===== src/rtl/pri_enc_pkg.sv =====
// Shared types and helpers for the iterative priority encoder.
// MAX_W bounds the vector width the helper functions accept (WIDTH <= MAX_W).
package pri_enc_pkg;

   localparam int MAX_W = 256;

   typedef enum logic {
      IDLE = 1'b0,
      SCAN = 1'b1
   } pri_enc_state_t;

   // Index of the lowest set bit; 0 when the vector is all zero.
   function automatic int lsb_index(input logic [MAX_W-1:0] v);
      int idx;
      idx = 0;
      for (int i = MAX_W - 1; i >= 0; i--) begin
         if (v[i]) begin
            idx = i;
         end else begin
            idx = idx;
         end
      end
      return idx;
   endfunction

   // Number of set bits in the vector.
   function automatic int popcount(input logic [MAX_W-1:0] v);
      int cnt;
      cnt = 0;
      for (int i = 0; i < MAX_W; i++) begin
         cnt = cnt + int'(v[i]);
      end
      return cnt;
   endfunction

endpackage


===== src/rtl/pri_encoder_lsb.sv =====
// Combinational find-first-set: index, presence flag and one-hot mask of
// the lowest set bit of vec.
module pri_encoder_lsb
   import pri_enc_pkg::*;
#(
   parameter  int WIDTH = 16,
   localparam int IDX_W = $clog2(WIDTH)
) (
   input  logic [WIDTH-1:0] vec,
   output logic [IDX_W-1:0] idx,
   output logic             found,
   output logic [WIDTH-1:0] onehot
);

   // Two's-complement trick isolates the lowest set bit.
   assign onehot = vec & (~vec + {{(WIDTH-1){1'b0}}, 1'b1});
   assign found  = |vec;
   assign idx    = IDX_W'(lsb_index(MAX_W'(vec)));

endmodule


===== src/rtl/pri_encoder_iterative.sv =====
// Iterative multi-hit priority encoder: accepts a request vector and emits
// the index of every set bit, lowest first, one per output handshake.
// Optional feature macro: PRI_ENC_HIT_CNT_EN adds the hit_cnt output
// (popcount of the accepted vector, held until the next accept).
module pri_encoder_iterative
   import pri_enc_pkg::*;
#(
   parameter  int WIDTH = 16,
   localparam int IDX_W = $clog2(WIDTH)
) (
   input  logic             clk,
   input  logic             rst_n,
   input  logic             enable,
   input  logic             in_valid,
   output logic             in_ready,
   input  logic [WIDTH-1:0] in_vec,
   output logic             out_valid,
   input  logic             out_ready,
   output logic [IDX_W-1:0] out_idx,
   output logic             out_last,
   output logic             out_none,
   output logic             busy
`ifdef PRI_ENC_HIT_CNT_EN
   ,
   output logic [IDX_W:0]   hit_cnt
`endif
);

   pri_enc_state_t   state_q, state_d;
   logic [WIDTH-1:0] pending_q, pending_d;
   logic             none_q, none_d;

   logic [IDX_W-1:0] lsb_idx_s;
   logic             lsb_found_s;
   logic [WIDTH-1:0] lsb_onehot_s;
   logic             at_most_one_s;
   logic             out_hs_s;
   logic             accept_s;

   pri_encoder_lsb #(.WIDTH(WIDTH)) u_lsb (
      .vec    (pending_q),
      .idx    (lsb_idx_s),
      .found  (lsb_found_s),
      .onehot (lsb_onehot_s)
   );

   assign busy = (state_q == SCAN);

   // Beat decode, handshakes and next-state selection.
   always_comb begin
      out_valid     = 1'b0;
      out_idx       = {IDX_W{1'b0}};
      out_last      = 1'b0;
      out_none      = 1'b0;
      in_ready      = 1'b0;
      out_hs_s      = 1'b0;
      accept_s      = 1'b0;
      state_d       = state_q;
      pending_d     = pending_q;
      none_d        = none_q;
      // Clearing the lowest bit leaves zero iff at most one bit was set.
      at_most_one_s = ((pending_q & (pending_q - {{(WIDTH-1){1'b0}}, 1'b1}))
                       == {WIDTH{1'b0}});

      if (enable && (state_q == SCAN)) begin
         out_valid = 1'b1;
         out_idx   = lsb_idx_s;
         out_last  = at_most_one_s;
         out_none  = none_q;
      end else begin
         out_valid = 1'b0;
      end

      out_hs_s = out_valid && out_ready;

      // rst_n gating keeps in_ready low while reset is held.
      if (rst_n && enable && ((state_q == IDLE) || (out_hs_s && out_last))) begin
         in_ready = 1'b1;
      end else begin
         in_ready = 1'b0;
      end

      accept_s = in_valid && in_ready;

      if (accept_s) begin
         // A new vector replaces whatever the final beat would have cleared.
         pending_d = in_vec;
         none_d    = (in_vec == {WIDTH{1'b0}});
         state_d   = SCAN;
      end else if (out_hs_s) begin
         if (lsb_found_s) begin
            pending_d = pending_q & ~lsb_onehot_s;
         end else begin
            pending_d = pending_q;
         end
         if (out_last) begin
            state_d = IDLE;
         end else begin
            state_d = state_q;
         end
      end else begin
         state_d = state_q;
      end
   end

   // State, pending vector and zero-vector flag registers.
   always_ff @(posedge clk or negedge rst_n) begin
      if (!rst_n) begin
         state_q   <= IDLE;
         pending_q <= {WIDTH{1'b0}};
         none_q    <= 1'b0;
      end else begin
         state_q   <= state_d;
         pending_q <= pending_d;
         none_q    <= none_d;
      end
   end

`ifdef PRI_ENC_HIT_CNT_EN
   logic [IDX_W:0] hit_cnt_q, hit_cnt_d;

   // Popcount of the accepted vector; held until the next accept.
   always_comb begin
      hit_cnt_d = hit_cnt_q;
      if (accept_s) begin
         hit_cnt_d = (IDX_W+1)'(popcount(MAX_W'(in_vec)));
      end else begin
         hit_cnt_d = hit_cnt_q;
      end
   end

   // Hit-count register.
   always_ff @(posedge clk or negedge rst_n) begin
      if (!rst_n) begin
         hit_cnt_q <= {(IDX_W+1){1'b0}};
      end else begin
         hit_cnt_q <= hit_cnt_d;
      end
   end

   assign hit_cnt = hit_cnt_q;
`endif

endmodule


===== config.mk =====
export PLATFORM = sky130hd
export DESIGN_NAME = pri_encoder_iterative
export DESIGN_NICKNAME = d
export VERILOG_FILES = /design/src/rtl/pri_enc_pkg.sv /design/src/rtl/pri_encoder_lsb.sv /design/src/rtl/pri_encoder_iterative.sv
export SDC_FILE = /design/constraint.sdc
export NUM_CORES = 1
export LEC_CHECK = 0
export ABC_CLOCK_PERIOD_IN_PS = 2400
export BUFFER_PORTS_ARGS = -buffer_cell sky130_fd_sc_hd__buf_4
export CORE_ASPECT_RATIO = 0.6
export CORE_MARGIN = 2
export CORE_UTILIZATION = 50
export CTS_CLUSTER_DIAMETER = 200
export DETAILED_ROUTE_END_ITERATION = 8
export PLACE_DENSITY = 0.76
export SLEW_MARGIN = 0
export SYNTH_ARGS = -nofsm -noshare
export SYNTH_HDL_FRONTEND = slang
export SYNTH_HIERARCHICAL = 1
export SYNTH_SLANG_ARGS = --single-unit
export TNS_END_PERCENT = 30

===== constraint.sdc =====
create_clock -name clk -period 2.4 [get_ports clk]
set_input_delay 0.24 -clock clk [delete_from_list [all_inputs] [get_ports clk]]
set_output_delay 0.24 -clock clk [all_outputs]
set_load 0.03 [all_outputs]

# == Yosys cells after proc, flatten, opt, wreduce, memory -nomap -nowiden ==
# Cells that the tools add are included.
# word_totals
regBits,18
elab_cells,53
inputBits,21
# classes
n_reduce_logical,15
add_sub_neg,2
bitwise_logic,6
muxes,27
# ops
cell,count
2-to-1 mux 4 bit,17
AND 16 bit,3
2-to-1 mux 16 bit,3
zero test 16 bit,2
inverter 16 bit,2
"adder 16 x 1 -> 16 bit, second input constant",1
OR reduction 16 bit,1
"subtractor 16 x 1 -> 16 bit, second input constant",1
2-to-1 mux 1 bit,7
logical AND 1 bit,6
nonzero test 2 bit,3
AND reduction 2 bit,2
logical OR 1 bit,1
inverter 1 bit,1

# == Depth between registers and ports, before layout ==
# Gate-level depths: netlist of run 1.
# depth
depth_word,17
depth_mapped,9
ltp_nobuf,7

# == Cells and area by module ==
# Netlist of run 1, hierarchy kept.
# by_module_without_submodules
mod,area_per_inst_um2,cells_each,n_inst
pri_encoder_iterative,1193.6,107,1
pri_encoder_lsb,344.1,52,1

# == Least setup slack after synthesis of run 1 ==
# Ideal clock, no wire load.
# synth_path
path_type,register to output
startpoint,register pending_q[2]
endpoint,output port in_ready
path_stages_with_launch,6
t_arrival_ns,2.432
required_time_ns,2.160
slack_ns,-0.272
path_buffers,0
path_cell_list,dfrtp_1 > or4_4 > nor3_4 > and4_1 > o2111ai_1 > o32ai_1
# synth_via
elab_chain_cells,8
# synth_rtl
element,line,source
"start, declared",pri_encoder_iterative.sv:30,"logic [WIDTH-1:0] pending_q, pending_d;"
"start signal, assigned",pri_encoder_iterative.sv:110,pending_q <= {WIDTH{1'b0}};
"start signal, assigned",pri_encoder_iterative.sv:114,pending_q <= pending_d;
subtractor 16 x 1 -> 16 bit,pri_encoder_iterative.sv:62,"at_most_one_s = ((pending_q & (pending_q - {{(WIDTH-1){1'b0}}, 1'b1}))"
AND 16 bit (*),pri_encoder_iterative.sv:62,
zero test 16 bit (*),pri_encoder_iterative.sv:62,
2-to-1 mux 1 bit (*),pri_encoder_iterative.sv:65,if (enable && (state_q == SCAN)) begin
logical AND 1 bit (*),pri_encoder_iterative.sv:77,if (rst_n && enable && ((state_q == IDLE) || (out_hs_s && out_last))) begin
logical OR 1 bit (*),pri_encoder_iterative.sv:77,
logical AND 1 bit (*),pri_encoder_iterative.sv:77,
2-to-1 mux 1 bit (*),pri_encoder_iterative.sv:77,
"end, declared",pri_encoder_iterative.sv:15,"output logic in_ready,"
# Every way passes the cells marked *; elsewhere a longest branch is shown, timed or not.

# == Final worst setup path of run 1 ==
# layout_path
startpoint,register pending_q[1]
endpoint,output port in_ready
# The elaborated chain is that of the path after synthesis.

==> results of run 1 <==
==> power groups by stage <==
| stage | logic (mW) | clock network (mW) | registers (mW) |
|---|---|---|---|
| after floorplan | 1.15 | 0 | 0.688 |
| after global placement | 1.72 | 0 | 0.646 |
| after detailed placement | 1.77 | 0 | 0.654 |
| after CTS | 1.86 | 0.256 | 0.651 |
| after global routing | 2.04 | 0.276 | 0.679 |
| final | 1.90 | 0.256 | 0.654 |
==> state kept, by name, indices dropped and copies added (netlist names) <==
name	cells
pending_q	16
none_q	1
busy	1
==> cell usage after synthesis (2+ instances only) <==
library cell	number	area share (%)
a21boi_0	15	7.3
a21oi_1	6	2.0
a31oi_1	2	0.81
and2_2	3	1.5
and3_1	7	2.8
and3_2	4	2.0
dfrtp_1	18	29
inv_1	6	1.5
mux2_2	7	5.1
mux2_4	9	8.8
nand2_1	6	1.5
nand2b_1	3	1.2
nand3_1	3	0.98
nand4_1	3	1.2
nor2_1	12	2.9
nor2b_1	2	0.81
nor3_1	4	1.3
nor3b_1	2	0.98
nor4_1	8	3.3
nor4_4	2	2.8
o21ai_0	6	2.0
o41ai_1	2	1.1
==> kinds of logic after synthesis <==
kind of cell / after synthesis
adder cells (fa/ha/maj): 1
flip-flops: 18
buffers and inverters: 10
AO/OA/AOI/OAI: 42
multiplexers: 17
AND/OR/NAND/NOR: 71
==> placed cells by master, fill, tap and decap left out, types with 2 or more instances in the layout <==
cell      netlist  layout
a31oi_1         2       2
nand2_1         6       6
and3_1          7       7
and2_2          3       3
dfrtp_2         0       2
buf_4           1      45
nor2b_1         2       2
nor2_1         12      12
a21oi_1         6       6
o21ai_0         6       6
inv_1           6       6
clkbuf_8        0       4
and3_2          4       4
nand4_1         3       3
mux2_4          9      16
nor4_4          2       2
nor3_1          4       4
nand2b_1        3       3
nand3_1         3       3
dfrtp_1        18      16
a21boi_0       15      15
nor4_1          8       8
==> what timing repair did <==
action	CTS	global route
hold endpoints to repair	18	0
hold buffers	1	0
setup buffers	1	0
pin swaps	0	1
setup endpoints to repair	17	19
gates resized for setup	7	1
==> critical path, cell delays in order, from the launching register on <==
cell and delay, ns:
dfrtp_1 0.39, or4_4 0.58, o41ai_2 0.22, a21oi_1 0.13
a2bb2oi_2 0.16, buf_4 0.15, o32ai_2 0.26, buf_4 0.20
==> routing by layer <==
| layer | track usage (%) | share of wire (%) |
|---|---|---|
| met5 | 0 | 0 |
| met3 | 10.3 | 8.1 |
| met2 | 41.4 | 45 |
| met4 | 6.67 | 1.4 |
| met1 | 33.0 | 46 |
==> final timing paths <==
check                                              start                  endpoint  slack (ns)  cells past startpoint
worst max-delay path            pending_q[1]$_DFFE_PN0P_                  in_ready       -0.19                      7
worst min-delay path                           in_vec[2]  pending_q[2]$_DFFE_PN0P_        0.22                      2
worst max register to register  pending_q[1]$_DFFE_PN0P_  pending_q[5]$_DFFE_PN0P_       -0.14                      8
worst min register to register        none_q$_DFFE_PN0P_        none_q$_DFFE_PN0P_        0.55                      2
max in group asynchronous                          rst_n  pending_q[2]$_DFFE_PN0P_        1.65                      3
min in group asynchronous                          rst_n  pending_q[1]$_DFFE_PN0P_        0.52                      3
==> layout make-up <==
class / instances / area share (%)
Clock buffer: 4 / 2.72
Inverter: 6 / 1.11
Multi-Input combinational cell: 131 / 53.0
Sequential cell: 18 / 22.4
Tap cell: 42 / 2.60
Timing Repair Buffer: 47 / 18.2
==> metrics by stage <==
| step | power [mW] | std cells |
|---|---|---|
| global route | 2.99 | 248 |
| detailed placement | 2.43 | 242 |
| global placement | 2.37 | 242 |
| finish | 2.81 | 248 |
| CTS | 2.77 | 248 |
| floorplan | 1.84 | 159 |
==> metrics.yaml, run 1 <==
routing:
  via_per_inst: 5.92
  remaining_drc_errors: 0
  via_count: 1469
  wl_per_cell_um: 17.3
  dr.pass1.iters: 4
  drt-total-wl_um: 4290
  antenna_left: 0
  drtIter0Drc: 58
place:
  dp_slack_ns: -0.0276
  dpl.hpwl_um: 3240
  placedInstanceArea_um2: 1920
  globalplace.congestion: 0.892
  numPortBuffers: 29
sta:
  worst_slack_ns: -0.191
  finClkSkew_ns: 0.00158
  clock.fmax_mhz: 386
  slew_viol_final: 0
  finalHoldViolations: 0
  slew_headroom_pct: 61.3
  min_period_ns: 2.59
  final.period_utilization_pct: 108
  holdWs_ns: 0.221
  setup_viol: 18
  rsz0062_at_grt: "yes"
  finalSetupTns_ns: -2.29
  worst_pin_slew_ns: 0.575
die:
  chipHeight_um: 47.0
  dieWidth_um: 75.6
  ios: 30
  initial_core_util_pct: 53.2
  dieArea_um2: 3550
  rows: 15
  core_region_area_um2: 2890
synth:
  yosys.area_share.simple_pct: 30.5
  synth_top_flop_cell: "dfrtp_1"
  synth_area_um2: 1540
  syn_nets: 180
  synth_xor_area_share_pct: 0
  async_flop_share_pct: 100
  syn_area_per_cell_um2: 9.67
  synth_top_family_by_area: "simple AND/OR/NAND/NOR gates"
  syn_inst: 159
  synthMuxAreaShare_pct: 14.6
  ys_ff_latch: 18
  yosys.area_share.adder_pct: 0.651
  yosysWarnings: 6
  synth_compound_area_share_pct: 20.9
  ys_types: 51
  yosysSeqAreaShare_pct: 29.3
  synth-edff-count: 0
pwr:
  p_leak_nw: 0.890
  max-vdd-ir-drop_mv: 0.785
  switchingPower_mw: 1.28
  power_frac_clock_pct: 9.1
  powerDensity_nw_per_um2: 1390
  seqPwrFrac_pct: 23.3
  p_int_mw: 1.53
  combPwrFrac_pct: 67.6
  p_sw_share_pct: 45.4
setup_path:
  timing_worst_setup_path_type: "flip-flop to primary output"
  crit_required_ns: 2.16
  cp-end-kind: "primary output"
  crit_path_max_fanout: 3
  worstSetupStartpointType: "flip-flop"
  arrival_ns: 2.35
outcome:
  violations: "negative setup slack"
  status: "finished, violations left"
clock_network:
  cts.sinks: 18
  htree_levels: 1
  root_buffer: "clkbuf_8"
  clk_pin_slew_ns: 0.07
  clk_latency_ns: 0.26
  tritoncts: "yes"
  cts_made_buffers: 3
  cts_max_path_buffers: 2
job:
  drv_cap: 0
layout:
  finish.instance_area_um2: 2020
  diodes: 0
  regArea_um2: 453
  drive_gt1_share_pct: 43.7
  syn_to_final_growth_pct: 31.5
  final_util_pct: 70.0
  nNetsFinal: 228
  nFillCells: 233
  multi_input_area_um2: 1070
global_routing:
  grt_first_pass_wirelength_um: 6580
  grt_usage_pct: 25.8
  grt_max_degree: 21
  grt_pass1_vias: 1384
  overflow: 0
  antenna_found_initial: 0
hold_path:
  hold_path.class: "primary input to flip-flop"
(Power assumes the default switching activity.)
==> run 2: changes to the inputs <==
ABC_CLOCK_PERIOD_IN_PS = 3300   (was 2400)
CORE_UTILIZATION = 55   (was 50)
MAX_ROUTING_LAYER = met4   (was not set)
PLACE_DENSITY = 0.83   (was 0.76)
clock period = 3.3 ns   (was 2.4 ns; I/O delays follow)
==> metrics.yaml, run 2 (same netlist as run 1, synthesis figures left out) <==
sta:
  slew_viol_final: 0  # unchanged
  finalSetupTns_ns: 0  # was -2.29 ns
  setup_viol: 0  # was 18
  finClkSkew_ns: 0.0105  # was 0.00158 ns
  rsz0062_at_grt: "no"  # was yes
  clock.fmax_mhz: 354
  worst_pin_slew_ns: 0.513  # was 0.575 ns
  slew_headroom_pct: 65.5  # was 61.3%
  min_period_ns: 2.82
  final.period_utilization_pct: 85.6
  finalHoldViolations: 0  # unchanged
clock_network:
  root_buffer: "clkbuf_8"  # unchanged
  clk_latency_ns: 0.27  # was 0.26 ns
  htree_levels: 1  # unchanged
  cts.sinks: 18  # unchanged
  tritoncts: "yes"  # unchanged
  cts_setup_buffers: 0  # was 1
  cts_max_path_buffers: 2  # unchanged
  post_cts_resized: 0  # was 7
  clk_pin_slew_ns: 0.08  # was 0.07 ns
  cts_made_buffers: 3  # unchanged
  ctsHoldBuffers: 1  # unchanged
routing:
  dr.pass1.iters: 5  # was 4
  remaining_drc_errors: 0  # unchanged
  wl_per_cell_um: 17.2  # was 17.3 µm
  drt-total-wl_um: 3810  # was 4290 µm
  via_count: 1406  # was 1469
  via_per_inst: 6.33  # was 5.92
  antenna_left: 0  # unchanged
  drtIter0Drc: 137  # was 58
setup_path:
  timing_worst_setup_path_type: "flip-flop to primary output"  # unchanged
  crit_family: "simple AND/OR/NAND/NOR gates"  # was compound AO/OA/AOI/OAI gates
  slowest_stage: "or4_4"  # unchanged
  reg2reg_depth: 7  # was 8
  worst-path-buf-inv: 1  # was 2
  arrival_ns: 2.49  # was 2.35 ns
  worstSetupStartpointType: "flip-flop"  # unchanged
  crit_required_ns: 2.97  # was 2.16 ns
  endpoint: "in_ready"  # unchanged
  r2r-start: "pending_q[2]$_DFFE_PN0P_"  # was pending_q[1]$_DFFE_PN0P_
  path_cells: "or4_4, nor3_4, and4_1, o2111ai_1, o32ai_1, buf_4"  # was or4_4, o41ai_2, a21oi_1, a2bb2oi_2, buf_4, o32ai_2, buf_4
  startpoint: "pending_q[2]$_DFFE_PN0P_"  # was pending_q[1]$_DFFE_PN0P_
  r2r-end: "pending_q[6]$_DFFE_PN0P_"  # was pending_q[5]$_DFFE_PN0P_
  rrSetupSlack_ns: 0.57  # was -0.14 ns
  cp-end-kind: "primary output"  # unchanged
  crit_cells: 6  # was 7
  critPathMaxStageDelay_ns: 0.61  # was 0.58 ns
  crit_path_max_fanout: 12  # was 3
layout:
  syn_to_final_growth_pct: 18.9  # was 31.5%
  drive_gt1_share_pct: 36.3  # was 43.7%
  diodes: 0  # unchanged
  layout_common_cells: "buf_4, dfrtp_1, a21boi_0"  # was buf_4, mux2_4, dfrtp_1
  final_util_pct: 71.0  # was 70.0%
  largest_reg_flops: 16  # unchanged
  largest_register: "pending_q"  # unchanged
  final_common_cell: "buf_4"  # unchanged
  nNetsFinal: 212  # was 228
die:
  ios: 30  # unchanged
  dieWidth_um: 72.3  # was 75.6 µm
  core_region_area_um2: 2570  # was 2890 µm²
  initial_core_util_pct: 59.7  # was 53.2%
  dieArea_um2: 3250  # was 3550 µm²
  chipHeight_um: 45.0  # was 47.0 µm
  rows: 14  # was 15
place:
  numPortBuffers: 29  # unchanged
  globalplace.congestion: 0.955  # was 0.892
  dpl.hpwl_um: 2830  # was 3240 µm
pwr:
  max-vdd-ir-drop_mv: 0.480  # was 0.785 mV
  finalPower_mw: 1.80  # was 2.81 mW
  powerDensity_nw_per_um2: 986  # was 1390 nW/µm²
  p_leak_nw: 0.792  # was 0.890 nW
global_routing:
  grt_pass1_vias: 1288  # was 1384
  grt_usage_pct: 26.3  # was 25.8%
  grt_first_pass_wirelength_um: 6260  # was 6580 µm
  antenna_found_initial: 0  # unchanged
  overflow: 0  # unchanged
  grt_max_degree: 22  # was 21
job:
  drv_cap: 0  # unchanged
hold_path:
  hold_path.class: "primary input to flip-flop"  # unchanged
outcome:
  status: "complete, no violations"  # was finished, violations left
==> run 2: metrics by stage <==
stage	hold WS (ns)	area, µm²	std cells	setup slack (ns)
after global placement	0.225	1760	217	0.650
after floorplan	0.0344	1540	159	0.538
after CTS	0.297	1830	222	0.487
after detailed placement	0.229	1760	217	0.576
after global routing	0.301	1830	222	0.353
final	0.299	1830	222	0.475
==> run 2: layout make-up <==
type                            instances  area [µm²]
Sequential cell                        18         450
Inverter                                6        22.5
Tap cell                               32        40.0
Fill cell                             183         747
Multi-Input combinational cell        131        1020
Clock buffer                            4        55.1
Timing Repair Buffer                   31         235
==> run 2: routing by layer <==
metal,share of wire [%],vias to the layer above,GRT usage (%)
li1,-,674,-
met1,46,669,37.2
met2,44,59,38.9
met3,9.2,4,6.25
met4,0.45,0,5.28
met5,0,-,-
==> run 2: worst min path at each step <==
stage / start / end / cells past startpoint
after CTS: in_vec[11] / pending_q[11]$_DFFE_PN0P_ / 2
after global placement: rst_n / pending_q[9]$_DFFE_PN0P_ / 1
final: in_vec[11] / pending_q[11]$_DFFE_PN0P_ / 2
after detailed placement: rst_n / pending_q[6]$_DFFE_PN0P_ / 1
after global routing: in_vec[11] / pending_q[11]$_DFFE_PN0P_ / 2
after floorplan: rst_n / busy$_DFFE_PN0P_ / 0
==> run 2: where the power goes <==
group	internal (mW)	switching, mW
clock	0.106	0.0860
sequential	0.314	0.247
combinational	0.525	0.524
